$ cat src/rtl/ra_list_walker.sv
// ra_list_walker: walks the PVR region array in VRAM one word per read,
// assembles each v1 (5-word) or v2 (6-word) entry, and hands it to the tile
// scheduler over valid/ready. The walk stops on an entry with LAST set, or
// when the entry guard is reached, which raises a sticky error.
module ra_list_walker #(
  parameter int ADDR_W      = 24,
  parameter int MAX_ENTRIES = 1200,
  parameter int CNT_W       = 11
) (
  input  logic              clock,
  input  logic              reset_n,
  input  logic              ra_trig,
  input  logic [ADDR_W-1:0] region_base,
  input  logic              fmt_v2,
  output logic              ra_vram_rd,
  output logic [ADDR_W-1:0] ra_vram_addr,
  input  logic [31:0]       ra_vram_din,
  input  logic              ra_vram_dvalid,
  output logic [31:0]       ra_control,
  output logic [31:0]       ra_opaque,
  output logic [31:0]       ra_opaque_mod,
  output logic [31:0]       ra_trans,
  output logic [31:0]       ra_trans_mod,
  output logic [31:0]       ra_puncht,
  output logic              ra_cont_last,
  output logic              ra_cont_zclear,
  output logic              ra_cont_flush,
  output logic [5:0]        ra_cont_tiley,
  output logic [5:0]        ra_cont_tilex,
  output logic              ra_entry_valid,
  input  logic              ra_entry_ready,
  output logic [CNT_W-1:0]  ra_entry_idx,
  output logic              ra_busy,
  output logic              ra_done,
  output logic              ra_err
);

  typedef enum logic [2:0] {S_IDLE, S_REQ, S_WAIT, S_EMIT, S_FIN} state_t;

  state_t            state, state_nxt;
  logic [ADDR_W-1:0] ptr;
  logic              fmt;
  logic [2:0]        widx;
  logic              trig_ok, word_in, last_word, accept, at_guard;

  assign trig_ok   = (state == S_IDLE) && ra_trig;
  assign word_in   = (state == S_WAIT) && ra_vram_dvalid;
  assign last_word = (widx == (fmt ? 3'd5 : 3'd4));
  assign accept    = (state == S_EMIT) && ra_entry_ready;
  assign at_guard  = (ra_entry_idx == CNT_W'(MAX_ENTRIES - 1));

  // State register
  always_ff @(posedge clock or negedge reset_n) begin
    if (!reset_n) state <= S_IDLE;
    else          state <= state_nxt;
  end

  // Next-state logic; one read outstanding at a time, REQ always lasts one cycle
  always_comb begin
    state_nxt = state;
    case (state)
      S_IDLE: if (ra_trig) state_nxt = S_REQ;
      S_REQ:  state_nxt = S_WAIT;
      S_WAIT: if (ra_vram_dvalid) state_nxt = last_word ? S_EMIT : S_REQ;
      S_EMIT: if (ra_entry_ready) state_nxt = (ra_cont_last || at_guard) ? S_FIN : S_REQ;
      S_FIN:  state_nxt = S_IDLE;
      default: state_nxt = S_IDLE;
    endcase
  end

  // Outputs decoded straight from state
  always_comb begin
    ra_vram_rd     = 1'b0;
    ra_entry_valid = 1'b0;
    ra_done        = 1'b0;
    ra_busy        = 1'b1;
    case (state)
      S_IDLE: ra_busy        = 1'b0;
      S_REQ:  ra_vram_rd     = 1'b1;
      S_EMIT: ra_entry_valid = 1'b1;
      S_FIN:  ra_done        = 1'b1;
      default: ;
    endcase
  end

  // Walk datapath: pointer, word/entry indices, entry words, sticky error.
  // Entry words only load in WAIT, so they are frozen while valid is high.
  always_ff @(posedge clock or negedge reset_n) begin
    if (!reset_n) begin
      ptr           <= '0;
      fmt           <= 1'b0;
      widx          <= '0;
      ra_entry_idx  <= '0;
      ra_err        <= 1'b0;
      ra_control    <= '0;
      ra_opaque     <= '0;
      ra_opaque_mod <= '0;
      ra_trans      <= '0;
      ra_trans_mod  <= '0;
      ra_puncht     <= '0;
    end else begin
      if (trig_ok) begin
        ptr          <= region_base & ~ADDR_W'(3);
        fmt          <= fmt_v2;
        widx         <= '0;
        ra_entry_idx <= '0;
        ra_err       <= 1'b0;
      end
      if (word_in) begin
        case (widx)
          3'd0: ra_control    <= ra_vram_din;
          3'd1: ra_opaque     <= ra_vram_din;
          3'd2: ra_opaque_mod <= ra_vram_din;
          3'd3: ra_trans      <= ra_vram_din;
          3'd4: ra_trans_mod  <= ra_vram_din;
          default: ra_puncht  <= ra_vram_din;
        endcase
        // v1 entries carry no punch-through word; use the fixed default
        if (widx == 3'd4 && !fmt) ra_puncht <= 32'h8000_0000;
        ptr <= ptr + ADDR_W'(4);
        if (!last_word) widx <= widx + 3'd1;
      end
      if (accept && !ra_cont_last) begin
        if (at_guard) ra_err <= 1'b1;
        else begin
          ra_entry_idx <= ra_entry_idx + CNT_W'(1);
          widx         <= '0;
        end
      end
    end
  end

  assign ra_vram_addr   = ptr;
  assign ra_cont_last   = ra_control[31];
  assign ra_cont_zclear = ra_control[30];
  assign ra_cont_flush  = ra_control[28];
  assign ra_cont_tiley  = ra_control[13:8];
  assign ra_cont_tilex  = ra_control[7:2];

endmodule

$ cat config.mk
export PLATFORM = sky130hd
export DESIGN_NAME = ra_list_walker
export DESIGN_NICKNAME = d
export VERILOG_FILES = /design/src/rtl/ra_list_walker.sv
export SDC_FILE = /design/constraint.sdc
export NUM_CORES = 1
export LEC_CHECK = 0
export CORE_ASPECT_RATIO = 0.75
export CORE_UTILIZATION = 35
export CTS_CLUSTER_DIAMETER = 50
export DETAILED_ROUTE_END_ITERATION = 10
export SLEW_MARGIN = 20
export SYNTH_ARGS = -nofsm -noshare
export SYNTH_HDL_FRONTEND = slang
export SYNTH_SLANG_ARGS = --single-unit
$ cat constraint.sdc
create_clock -name clock -period 5.55 [get_ports clock]
set_input_delay 0.8325 -clock clock [delete_from_list [all_inputs] [get_ports clock]]
set_output_delay 0.8325 -clock clock [all_outputs]
set_load 0.01 [all_outputs]
**Word-level counts from Yosys, hierarchy flattened**

Cells that the tools add are included.

- Reductions and logical operators: 19
- $add $sub $neg: 3
- Eq/ne operators: 14
- Mux-type cells: 26

Operators by type and width:

| operator | count |
|---|---|
| 2-to-1 mux 32 bit | 2 |
| 2-to-1 mux 24 bit | 2 |
| 2-to-1 mux 11 bit | 3 |
| 2-to-1 mux 3 bit | 9 |
| adder 24 x 3 -> 24 bit, second input constant | 1 |
| equality test 3 x 2 -> 1 bit, second input constant | 4 |
| case mux 3 bit (4 select lines) | 1 |
| AND reduction 2 bit | 6 |
| adder 11 x 1 -> 11 bit, second input constant | 1 |
| equality test 11 bit, second input constant | 1 |
| 2-to-1 mux 1 bit | 8 |
| equality test 3 x 1 -> 1 bit, second input constant | 2 |
| equality test 3 bit, second input constant | 2 |
| logical NOT 3 bit | 2 |
| inequality test 2 bit, second input constant | 3 |
| logical AND 1 bit | 5 |
| OR reduction 5 bit | 1 |
| adder 3 x 1 -> 3 bit, second input constant | 1 |
| equality test 3 bit | 1 |
| AND reduction 3 bit | 1 |
| logical NOT 1 bit | 2 |
| 2-to-1 mux 2 bit | 1 |
| inequality test 2 x 1 -> 1 bit, second input constant | 1 |
| nonzero test 2 bit | 1 |
| logical OR 1 bit | 1 |

- Register bits after elaboration: 235
- Output and inout port bits: 247
- Input port bits: 62
- Logic and storage cells: 74

**Longest topological paths before layout**

- Depth in word-level cells: 7
- Depth in mapped cells: 7

**Worst setup path after synthesis**

OpenSTA, ideal clock, no wires.

- Kind: input port to flip-flop
- Start: input ra_vram_dvalid
- End: register ra_trans_mod[1]
- Data required time: 5.425 ns
- Buffers on the path: 3
- Arrival time: 2.046 ns
- Stages on the path: 6
- Path slack: 3.379 ns
- Cell sequence: nor4bb_1 buf_2 and3_1 buf_2 buf_2 mux2_2

- Cells in the longest elaborated chain, start to end: 2

RTL lines:

| element | RTL line | source |
|---|---|---|
| start: declaration | 18 | `input logic ra_vram_dvalid,` |
| logical AND 1 bit | 47 | `assign word_in = (state == S_WAIT) && ra_vram_dvalid;` |
| AND reduction 2 bit (no source line) | n/a |  |
| end signal: assignment | 115 | `3'd4: ra_trans_mod <= ra_vram_din;` |
| end: declaration | 23 | `output logic [31:0] ra_trans_mod,` |

No other way between the ends.
A chain may end at the register's enable or synchronous reset.

**Worst setup path after layout**

- Start: register state[1]
- End: output ra_entry_valid

- Cells in the longest elaborated chain, start to end: 2

RTL lines:

| element | RTL line | source |
|---|---|---|
| start: declaration | 40 | `state_t state, state_nxt;` |
| start signal: assignment | 55 | `else state <= state_nxt;` |
| equality test 3 x 2 -> 1 bit | 77 | `case (state)` |
| 2-to-1 mux 1 bit | 77 |  |
| end: declaration | 30 | `output logic ra_entry_valid,` |

No other way between the ends.

==> qor.csv <==
metric,value,unit
GP Congestion,0.8162,
cell area after synthesis,0.009955,mm^2
R2R depth,5,
htree depth,1,
Required @ worst endpoint,4.72,ns
syn avg cell area,12.76,um^2
Total GRT Usage,18.86,%
global-route wire length before repair,43.00,mm
worst-path fanout max,12,
synthesis-to-finish area growth,43.79,%
Detailed Place HPWL,18.10,mm
crit path capture type,output pin,
Post-CTS Setup Repair Bufs,0,
DIE WIDTH,196.7,um
Final Net Count,1141,
Post-synth EDFFs,0,
internal power,5640,uW
cell count after synthesis,780,
Via density,4.865,
DRT antenna net count,0,
sequential-to-total area share from yosys stat,58.57,%
# placed instances,1425,
cell area power density,577.6,mW/mm^2
clk sinks,233,
critical path capture point,ra_entry_valid,
number of antenna diodes,0,
PostCTS Resize Cnt,0,
clock transition at the registers of the reported paths,0.06,ns
CP peak stage delay,0.62,ns
Yosys cell types,61,
Initial Util,35.57,%
R2R Path Start,state[2]$_DFFE_PN0P_,
CTS tree,done,
Synth Warn #,0,
status,completed,
DR vias,7186,
fin cells,1477,
drt wl/cell,18.89,um
Least-Margin Pin Slew,1.105,ns
clock share of power,23.8,%
Total Neg Setup Slack,0,ns
fin crit share,55.21,%
switching share of power,31.79,%
largest net degree at the start of global routing,123,
drt pass-1 iters,6,
overall routed net length,27.90,mm
top post-synthesis cells by area,"dfrtp_1 59%, mux2_2 18%, mux2i_1 3.8%",
Rows,53,
post-synth top area share,58.57,%
cell depth of the worst setup path,3,
final count of negative-setup-slack endpoints,0,
ys async rst share,100.0,%
WP buf/inv,2,
hold crit path type,in2async,
final hold violation count,0,
slowest cell on the critical path,clkdlybuf4s50_1,
Max Freq,326.3,MHz
Core Area,0.02798,mm^2
number of global-route vias before repair,7159,
R2R Setup Slk,2.84,ns
crit path kind,reg2out,
CTS buffer count,29,
Worst slew margin,26.32,%
max-slew violation count,0,
CP cell instances,inv_1 -> nor3_1 -> clkdlybuf4s50_1,
Skew-Pair Late Insertion Delay,0.53,ns
Starting DRT DRC Count,252,
r2r endpoint,ra_opaque_mod[30]$_DFFE_PN0P_,
Seq pwr share,35.4,%
Final min period,3.064,ns
Net Sw Power,2628,uW
cell accounting for the most synthesized area,dfrtp_1,
ys flop type,dfrtp_1,
antenna violations before repair,1,
clk root buf,clkbuf_16,
Pleak,0.006415,uW
Max Cap Violations,0,
Die Area,0.02913,mm^2
Final Skew,0.009839,ns
cell family with most CP delay,buffers and inverters,
grt total ovfl,0,
layout cells sized above 1,20.97,%
Synth Register Bits,233,
startpoint types,register,
unrepaired setup endpoints after global routing,no,
Max Root-Sink Buffers,3,
cts hold-fix bufs,0,
Crit path arrival time,2.23,ns
I/O pin cnt,309,
Die Y,148.1,um
CP startpoint,state[1]$_DFFE_PN0P_,
Logic pwr share,40.8,%
number of remaining DRC errors,0,
I/O Buffers,304,
Max VDD drop,279.7,uV
registers in the layout, indices dropped and copies added (netlist names):
register / cells
fmt: 1
ra_vram_addr: 22
ra_entry_idx: 11
ra_opaque: 32
ra_err: 1
ra_control: 32
ra_trans: 32
ra_puncht: 32
widx: 3
ra_trans_mod: 32
state: 3
ra_opaque_mod: 32
per-stage QoR:
step / hold WS (ns) / util (%) / power (uW) / worst slack (ns) / cell area (um^2)
3_5_place_dp: 0.4755 / 47.51 / 6352 / 2.093 / 13300
2_1_floorplan: 0.4787 / - / 4368 / 3.379 / 9958
4_1_cts: 0.4384 / 51.11 / 8374 / 2.522 / 14300
5_1_grt: 0.4829 / 51.15 / 8744 / 2.375 / 14310
6_report: 0.4198 / 51.15 / 8268 / 2.486 / 14310
3_3_place_gp: 0.4681 / 47.51 / 6290 / 2.101 / 13300
cells in the final DEF, fill, tap and decap left out, drive strengths merged, types with 9 or more instances in the layout:
master / instances
clkdlybuf4s50: 303
dfrtp: 233
mux2: 162
nand2: 71
inv: 45
mux2i: 38
clkbuf: 38
nor2: 30
nand3: 15
nor3: 13
a21oi: 11
o21ai: 10
and3: 10
buf: 9
layer usage:
layer  up-vias  global-route usage, %  share of wire, %
li1       3321                      -                 -
met1      3585                  28.22                49
met2       246                  27.88                43
met3        32                  4.626               6.9
met4         2                  3.178               1.5
met5         -                      0             0.039
final cells by class:
class	instances	area, um^2
fillers	2520	13670
flip-flops and latches	233	5831
clock inverters	14	227.7
multi-input cells	455	3724
inverters	40	150.1
clock buffers	38	779.5
repair buffers	312	3120
well taps	385	481.7
power groups by stage:
stage | Combinational [uW] | Sequential, uW | Clock [uW]
2_1_floorplan | 1160 | 3210 | 0
3_3_place_gp | 3370 | 2920 | 0
3_5_place_dp | 3400 | 2950 | 0
4_1_cts | 3410 | 2930 | 2030
5_1_grt | 3600 | 3040 | 2100
6_report | 3370 | 2930 | 1970
cell families (layout without fill, tap and decap cells):
kind of cell             Yosys count  count (layout)  share of synthesized area, %
XOR/XNOR                           2               2                        0.1760
buffers and inverters             93             404                         4.475
other                              1               2                       0.03767
AND/OR/NAND/NOR                  183             183                         9.339
AO/OA/AOI/OAI                     60              60                         4.249
flip-flops                       233             233                         58.57
adder cells (fa/ha/maj)            8               8                         1.006
multiplexers                     200             200                         22.15
synthesized netlist by cell type, types with 4 or more instances:
cell type  number
buf_4          17
ha_1            8
a21oi_1        10
nor2_1         30
inv_1          40
or3_1           5
clkbuf_1       10
o21ai_0        10
o211ai_1        4
o22ai_1         5
buf_2          26
mux2i_1        38
nand2_1        70
nor3_1         13
nand3_1        14
dfrtp_1       233
a31oi_1         4
nand4_1         7
mux2_2        159
and3_1         10
nand2b_1        6
worst min-delay path by stage:
stage                                   end                         start  depth (start not counted)  slack (ns)
2_1_floorplan               fmt$_DFFE_PN0P_               fmt$_DFFE_PN0P_                          2        0.48
3_3_place_gp    ra_trans_mod[6]$_DFFE_PN0P_   ra_trans_mod[6]$_DFFE_PN0P_                          1        0.47
3_5_place_dp   ra_trans_mod[10]$_DFFE_PN0P_  ra_trans_mod[10]$_DFFE_PN0P_                          1        0.48
4_1_cts           ra_control[2]$_DFFE_PN0P_                       reset_n                          1        0.44
5_1_grt           ra_control[6]$_DFFE_PN0P_                       reset_n                          1        0.48
6_report          ra_control[2]$_DFFE_PN0P_                       reset_n                          1        0.42
(Power assumes the default switching activity.)
